File: src/rtl/bus_timer_slave.sv
// Bus-mapped 32-bit down-counting timer with prescaler, auto-reload and a
// registered level interrupt, behind a two-state request/acknowledge handshake.
module bus_timer_slave #(
  parameter int unsigned PRESCALE   = 16,
  parameter logic [31:0] RESET_LOAD = 32'hFFFF_FFFF
) (
  input  logic        clk,
  input  logic        rst,
  input  logic [31:0] bus_addr,
  input  logic        bus_read,
  input  logic        bus_write,
  input  logic [31:0] bus_writedata,
  input  logic [3:0]  bus_byteenable,
  output logic [31:0] bus_readdata,
  output logic [1:0]  bus_response,
  output logic        bus_waitrequest,
  output logic        irq_out
);

  localparam int unsigned   PW         = (PRESCALE > 1) ? $clog2(PRESCALE) : 1;
  localparam logic [PW-1:0] PRESC_LAST = PW'(PRESCALE - 1);

  localparam logic [0:0] ST_IDLE = 1'b0;
  localparam logic [0:0] ST_ACK  = 1'b1;

  logic [0:0]    state_q, state_d;
  logic [5:0]    off_q, off_d;
  logic          wr_q, wr_d;
  logic [31:0]   wdata_q, wdata_d;
  logic [3:0]    be_q, be_d;
  logic [31:0]   rdata_q, rdata_d;
  logic [1:0]    resp_q, resp_d;
  logic [2:0]    ctrl_q, ctrl_d;
  logic [31:0]   load_q, load_d;
  logic [31:0]   count_q, count_d;
  logic          expired_q, expired_d;
  logic [PW-1:0] presc_q, presc_d;
  logic          irq_q, irq_d;

  logic        commit, wr_ctrl, wr_load, wr_count, clr_exp, tick, expire;
  logic [31:0] rd_mux;
  logic        unused_addr_bits;

  assign unused_addr_bits = ^{bus_addr[31:8], bus_addr[1:0]};

  function automatic logic [31:0] lane_merge(input logic [31:0] cur,
                                             input logic [31:0] wd,
                                             input logic [3:0]  be);
    logic [31:0] res;
    res = cur;
    for (int i = 0; i < 4; i++) begin
      if (be[i]) res[8*i +: 8] = wd[8*i +: 8];
    end
    return res;
  endfunction

  always_comb begin
    case (bus_addr[7:2])
      6'd0:    rd_mux = {29'b0, ctrl_q};
      6'd1:    rd_mux = load_q;
      6'd2:    rd_mux = count_q;
      6'd3:    rd_mux = {31'b0, expired_q};
      default: rd_mux = '0;
    endcase
  end

  always_comb begin
    commit   = (state_q == ST_ACK) && wr_q;
    wr_ctrl  = commit && (off_q == 6'd0) && be_q[0];
    wr_load  = commit && (off_q == 6'd1);
    wr_count = commit && (off_q == 6'd2) && (|be_q);
    clr_exp  = commit && (off_q == 6'd3) && be_q[0] && wdata_q[0];
    tick     = ctrl_q[0] && (presc_q == PRESC_LAST);
    // a COUNT write in the same cycle swallows the tick entirely
    expire   = tick && !wr_count && (count_q == 32'd0);

    state_d = state_q;
    off_d   = off_q;
    wr_d    = wr_q;
    wdata_d = wdata_q;
    be_d    = be_q;
    rdata_d = rdata_q;
    resp_d  = resp_q;
    case (state_q)
      ST_IDLE: begin
        if (bus_read || bus_write) begin
          state_d = ST_ACK;
          off_d   = bus_addr[7:2];
          wr_d    = bus_write;
          wdata_d = bus_writedata;
          be_d    = bus_byteenable;
          rdata_d = bus_write ? 32'd0 : rd_mux;
          resp_d  = (bus_addr[7:2] > 6'd3) ? 2'b11 : 2'b00;
        end
      end
      default: state_d = ST_IDLE;
    endcase

    presc_d = (!ctrl_q[0] || tick) ? '0 : presc_q + 1'b1;

    count_d = count_q;
    if (wr_count) begin
      count_d = lane_merge(count_q, wdata_q, be_q);
    end else if (tick) begin
      if (count_q != 32'd0)  count_d = count_q - 32'd1;
      else if (ctrl_q[1])    count_d = load_q;
    end

    ctrl_d = ctrl_q;
    if (expire && !ctrl_q[1]) ctrl_d[0] = 1'b0;
    if (wr_ctrl)              ctrl_d    = wdata_q[2:0];

    load_d    = wr_load ? lane_merge(load_q, wdata_q, be_q) : load_q;
    expired_d = (expired_q && !clr_exp) || expire;
    irq_d     = expired_q && ctrl_q[2];
  end

  always_ff @(posedge clk) begin
    if (rst) begin
      state_q   <= ST_IDLE;
      off_q     <= '0;
      wr_q      <= 1'b0;
      wdata_q   <= '0;
      be_q      <= '0;
      rdata_q   <= '0;
      resp_q    <= 2'b00;
      ctrl_q    <= '0;
      load_q    <= RESET_LOAD;
      count_q   <= RESET_LOAD;
      expired_q <= 1'b0;
      presc_q   <= '0;
      irq_q     <= 1'b0;
    end else begin
      state_q   <= state_d;
      off_q     <= off_d;
      wr_q      <= wr_d;
      wdata_q   <= wdata_d;
      be_q      <= be_d;
      rdata_q   <= rdata_d;
      resp_q    <= resp_d;
      ctrl_q    <= ctrl_d;
      load_q    <= load_d;
      count_q   <= count_d;
      expired_q <= expired_d;
      presc_q   <= presc_d;
      irq_q     <= irq_d;
    end
  end

  assign bus_waitrequest = (state_q != ST_ACK);
  assign bus_readdata    = rdata_q;
  assign bus_response    = resp_q;
  assign irq_out         = irq_q;

endmodule

File: config.mk
export PLATFORM = sky130hd
export DESIGN_NAME = bus_timer_slave
export DESIGN_NICKNAME = d
export VERILOG_FILES = /design/src/rtl/bus_timer_slave.sv
export SDC_FILE = /design/constraint.sdc
export NUM_CORES = 1
export LEC_CHECK = 0
export CAP_MARGIN = 40
export CORE_UTILIZATION = 54
export DETAILED_ROUTE_END_ITERATION = 10
export PLACE_DENSITY = 0.89
export SLEW_MARGIN = 0
export SYNTH_ARGS = -nofsm -noshare
export SYNTH_HDL_FRONTEND = slang
export SYNTH_SLANG_ARGS = --single-unit
File: constraint.sdc
create_clock -name clk -period 2.8 [get_ports clk]
set_input_delay 0.28 -clock clk [delete_from_list [all_inputs] [get_ports clk]]
set_output_delay 0.28 -clock clk [all_outputs]
set_load 0.01 [all_outputs]
==> out/results.ini <==
[outcome]
status = finished, final reports clean

[global_route]
grt_pass1_vias = 6424
gr-total-overflow = 0
antenna_found_initial = 0
grt_usage_pct = 29.0
grt_max_degree = 78
grt_pass1_wl_um = 30700

[yosys]
ys_async_sr_fraction_pct = 0
netlist_area_mm2 = 0.00708
synthDominantCellAreaShare_pct = 42.4
synth_edf_count = 0
synth_cells = 903
ys_ff_latch = 150
synth_area_leaders = dfxtp_1, nand2_1, a21oi_1
synth_cell_type_count = 65
yosysWarnings = 0
avgSynthCellArea_um2 = 7.84
synth_fp_nets = 978
ys_seq_area_share_pct = 42.4
yosysTopAreaCell = dfxtp_1
synthFlopType = dfxtp_1

[detailed_routing]
antenna_left = 0
drt_wl_total_um = 18700
drt_iter0_drc = 657
vias = 6856
drt_first_pass_iters = 5
drc = 0
wire_per_inst_um = 16.1
avgViaCountPerCell = 5.90

[job]
maxCapViolations = 0

[placed_design]
port_buffers = 81
gp_congestion = 0.898
dp_hpwl_um = 12400

[timing]
worst_pin_slew_ns = 0.749
finClkSkew_ns = 0.00700
finalCritPeriodShare_pct = 96.2
drv_slew = 0
setup_viol = 0
fin_setup_tns_ns = 0
relSlewSlack_pct = 50.0
fmax_ghz = 0.371
rsz0062_at_grt = false
hold_viol = 0
period_minus_slack_ns = 2.69

[clocking]
path_clk_slew_ns = 0.06
htree_num_levels = 4
clockBufferDepth = 2
root_buffer = clkbuf_16
clock_latency_ns = 0.42
cts_tree = yes
cts-buffers-inserted = 17
cts_sinks = 150
cts_setup_buffers = 0
hold_buffers = 0

[power_and_ir_drop]
power.total_mw = 4.83
power_density_mw_per_mm2 = 548
leakage_nw = 3.32
max-vdd-ir-drop_mv = 0.405

[final_layout]
diodes = 0
final_common_cell = nand2_1
fin_nets = 1054
drive_gt1_share_pct = 9.59
area.growth.synth_to_final_pct = 24.6
mostFrequentLayoutCells = nand2_1, dfxtp_1, nor2_1
utilization_pct = 69.3

[floorplan]
die_x_um = 116
die_area_mm2 = 0.0136
chipHeight_um = 116
rows = 41
pin_count = 108
floorplan.initialDensity_pct = 55.6
core_area_mm2 = 0.0127

[critical_path]
worstPathArrival_ns = 3.01
worst_path_largest_cell_delay_ns = 0.47
worstPathCellList = inv_1, ha_1, or4b_1, or3_1, or4_4, a21oi_4, nand2_1, o221a_1
critical_path.max_fanout = 5
start_kind = flip-flop
critical-path-slowest-cell = or4_4
cp.required_ns = 3.12
critPathKind = reg -> reg
critPathCaptureType = flip-flop

[min_path]
holdCritPathClass = in -> reg

==> cell type report <==
cell class	instances	area [um^2]
clock buffers	22	474
inverters	7	26.3
fillers	1016	3910
clock inverters	9	125
well taps	172	215
multi-input cells	677	3790
flip-flops and latches	150	3000
repair buffers	126	1190
==> power breakdown <==
group | leakage (nW) | switching, mW | internal, mW
combinational | 1.81 | 0.159 | 0.132
sequential | 1.22 | 0.0436 | 2.18
clock | 0.292 | 0.852 | 1.46
total | 3.32 | 1.05 | 3.78
==> synthesized netlist by cell type (all sizes together) (13+ instances only) <==
| cell | n |
|---|---|
| nand3b | 23 |
| nor2 | 123 |
| clkbuf | 57 |
| dfxtp | 150 |
| a21oi | 94 |
| a22oi | 30 |
| nor4 | 13 |
| nand2 | 176 |
| mux2i | 15 |
| o21ai | 25 |
| nor3 | 14 |
| nand3 | 13 |
==> critical path: cells and delay by family, from the launching register on <==
| family | cells | cell delay (ns) |
|---|---|---|
| and+or+nand+nor | 4 | 1.53 |
| AOI/OAI and AO/OA | 2 | 0.53 |
| adders and majority gates | 1 | 0.14 |
| buffers and inverters | 1 | 0.08 |
| DFF | 1 | 0.31 |
==> repair_timing <==
item	in CTS	in global routing
gates resized for setup	0	1
setup endpoints to repair	0	1
endpoints found under the hold margin	0	0
==> routing by layer <==
| metal | vias up | GRT usage [%] | wire [um] |
|---|---|---|---|
| met1 | 3234 | 35.6 | 7920 |
| met4 | 0 | 12.6 | 449 |
| met5 | - | 0 | 0 |
| met3 | 43 | 5.71 | 1330 |
| li1 | 3309 | - | - |
| met2 | 270 | 49.4 | 9040 |
==> stage by stage <==
step	setup slack, ns	area, um^2	hold WS, ns	instances
final	0.107	8820	0.284	1163
after global routing	0.0204	8820	0.301	1163
after global placement	0.214	8210	0.431	1132
after CTS	0.111	8810	0.269	1163
after floorplan	0.261	7080	0.416	903
after detailed placement	0.164	8210	0.449	1132
==> worst paths after layout <==
| kind | to | cells past startpoint | startpoint | slack [ns] |
|---|---|---|---|---|
| worst max-delay path | count_q[22]$_SDFFE_PP1P_ | 8 | count_q[0]$_SDFFE_PP1P_ | 0.11 |
| worst min-delay path | bus_readdata[23]$_SDFFE_PP0P_ | 2 | rst | 0.28 |
| worst max register to register | count_q[22]$_SDFFE_PP1P_ | 8 | count_q[0]$_SDFFE_PP1P_ | 0.11 |
| worst min register to register | presc_q[0]$_SDFF_PP0_ | 1 | presc_q[0]$_SDFF_PP0_ | 0.47 |
==> cells by family after synthesis <==
group                      share of synthesized area [%]
AOI/OAI and AO/OA                                   20.4
xor gates and xnor gates                            2.23
adders and majority gates                          0.530
buffers and inverters                               4.45
DFF                                                 42.4
muxes                                               2.12
and+or+nand+nor                                     27.8
==> registers in the layout (all words and copies together) (netlist names), 3 cells and up <==
register / count
off_q: 6
presc_q: 4
ctrl_q: 3
load_q: 32
wdata_q: 32
be_q: 4
bus_readdata: 32
count_q: 32
(Power assumes the default switching activity.)
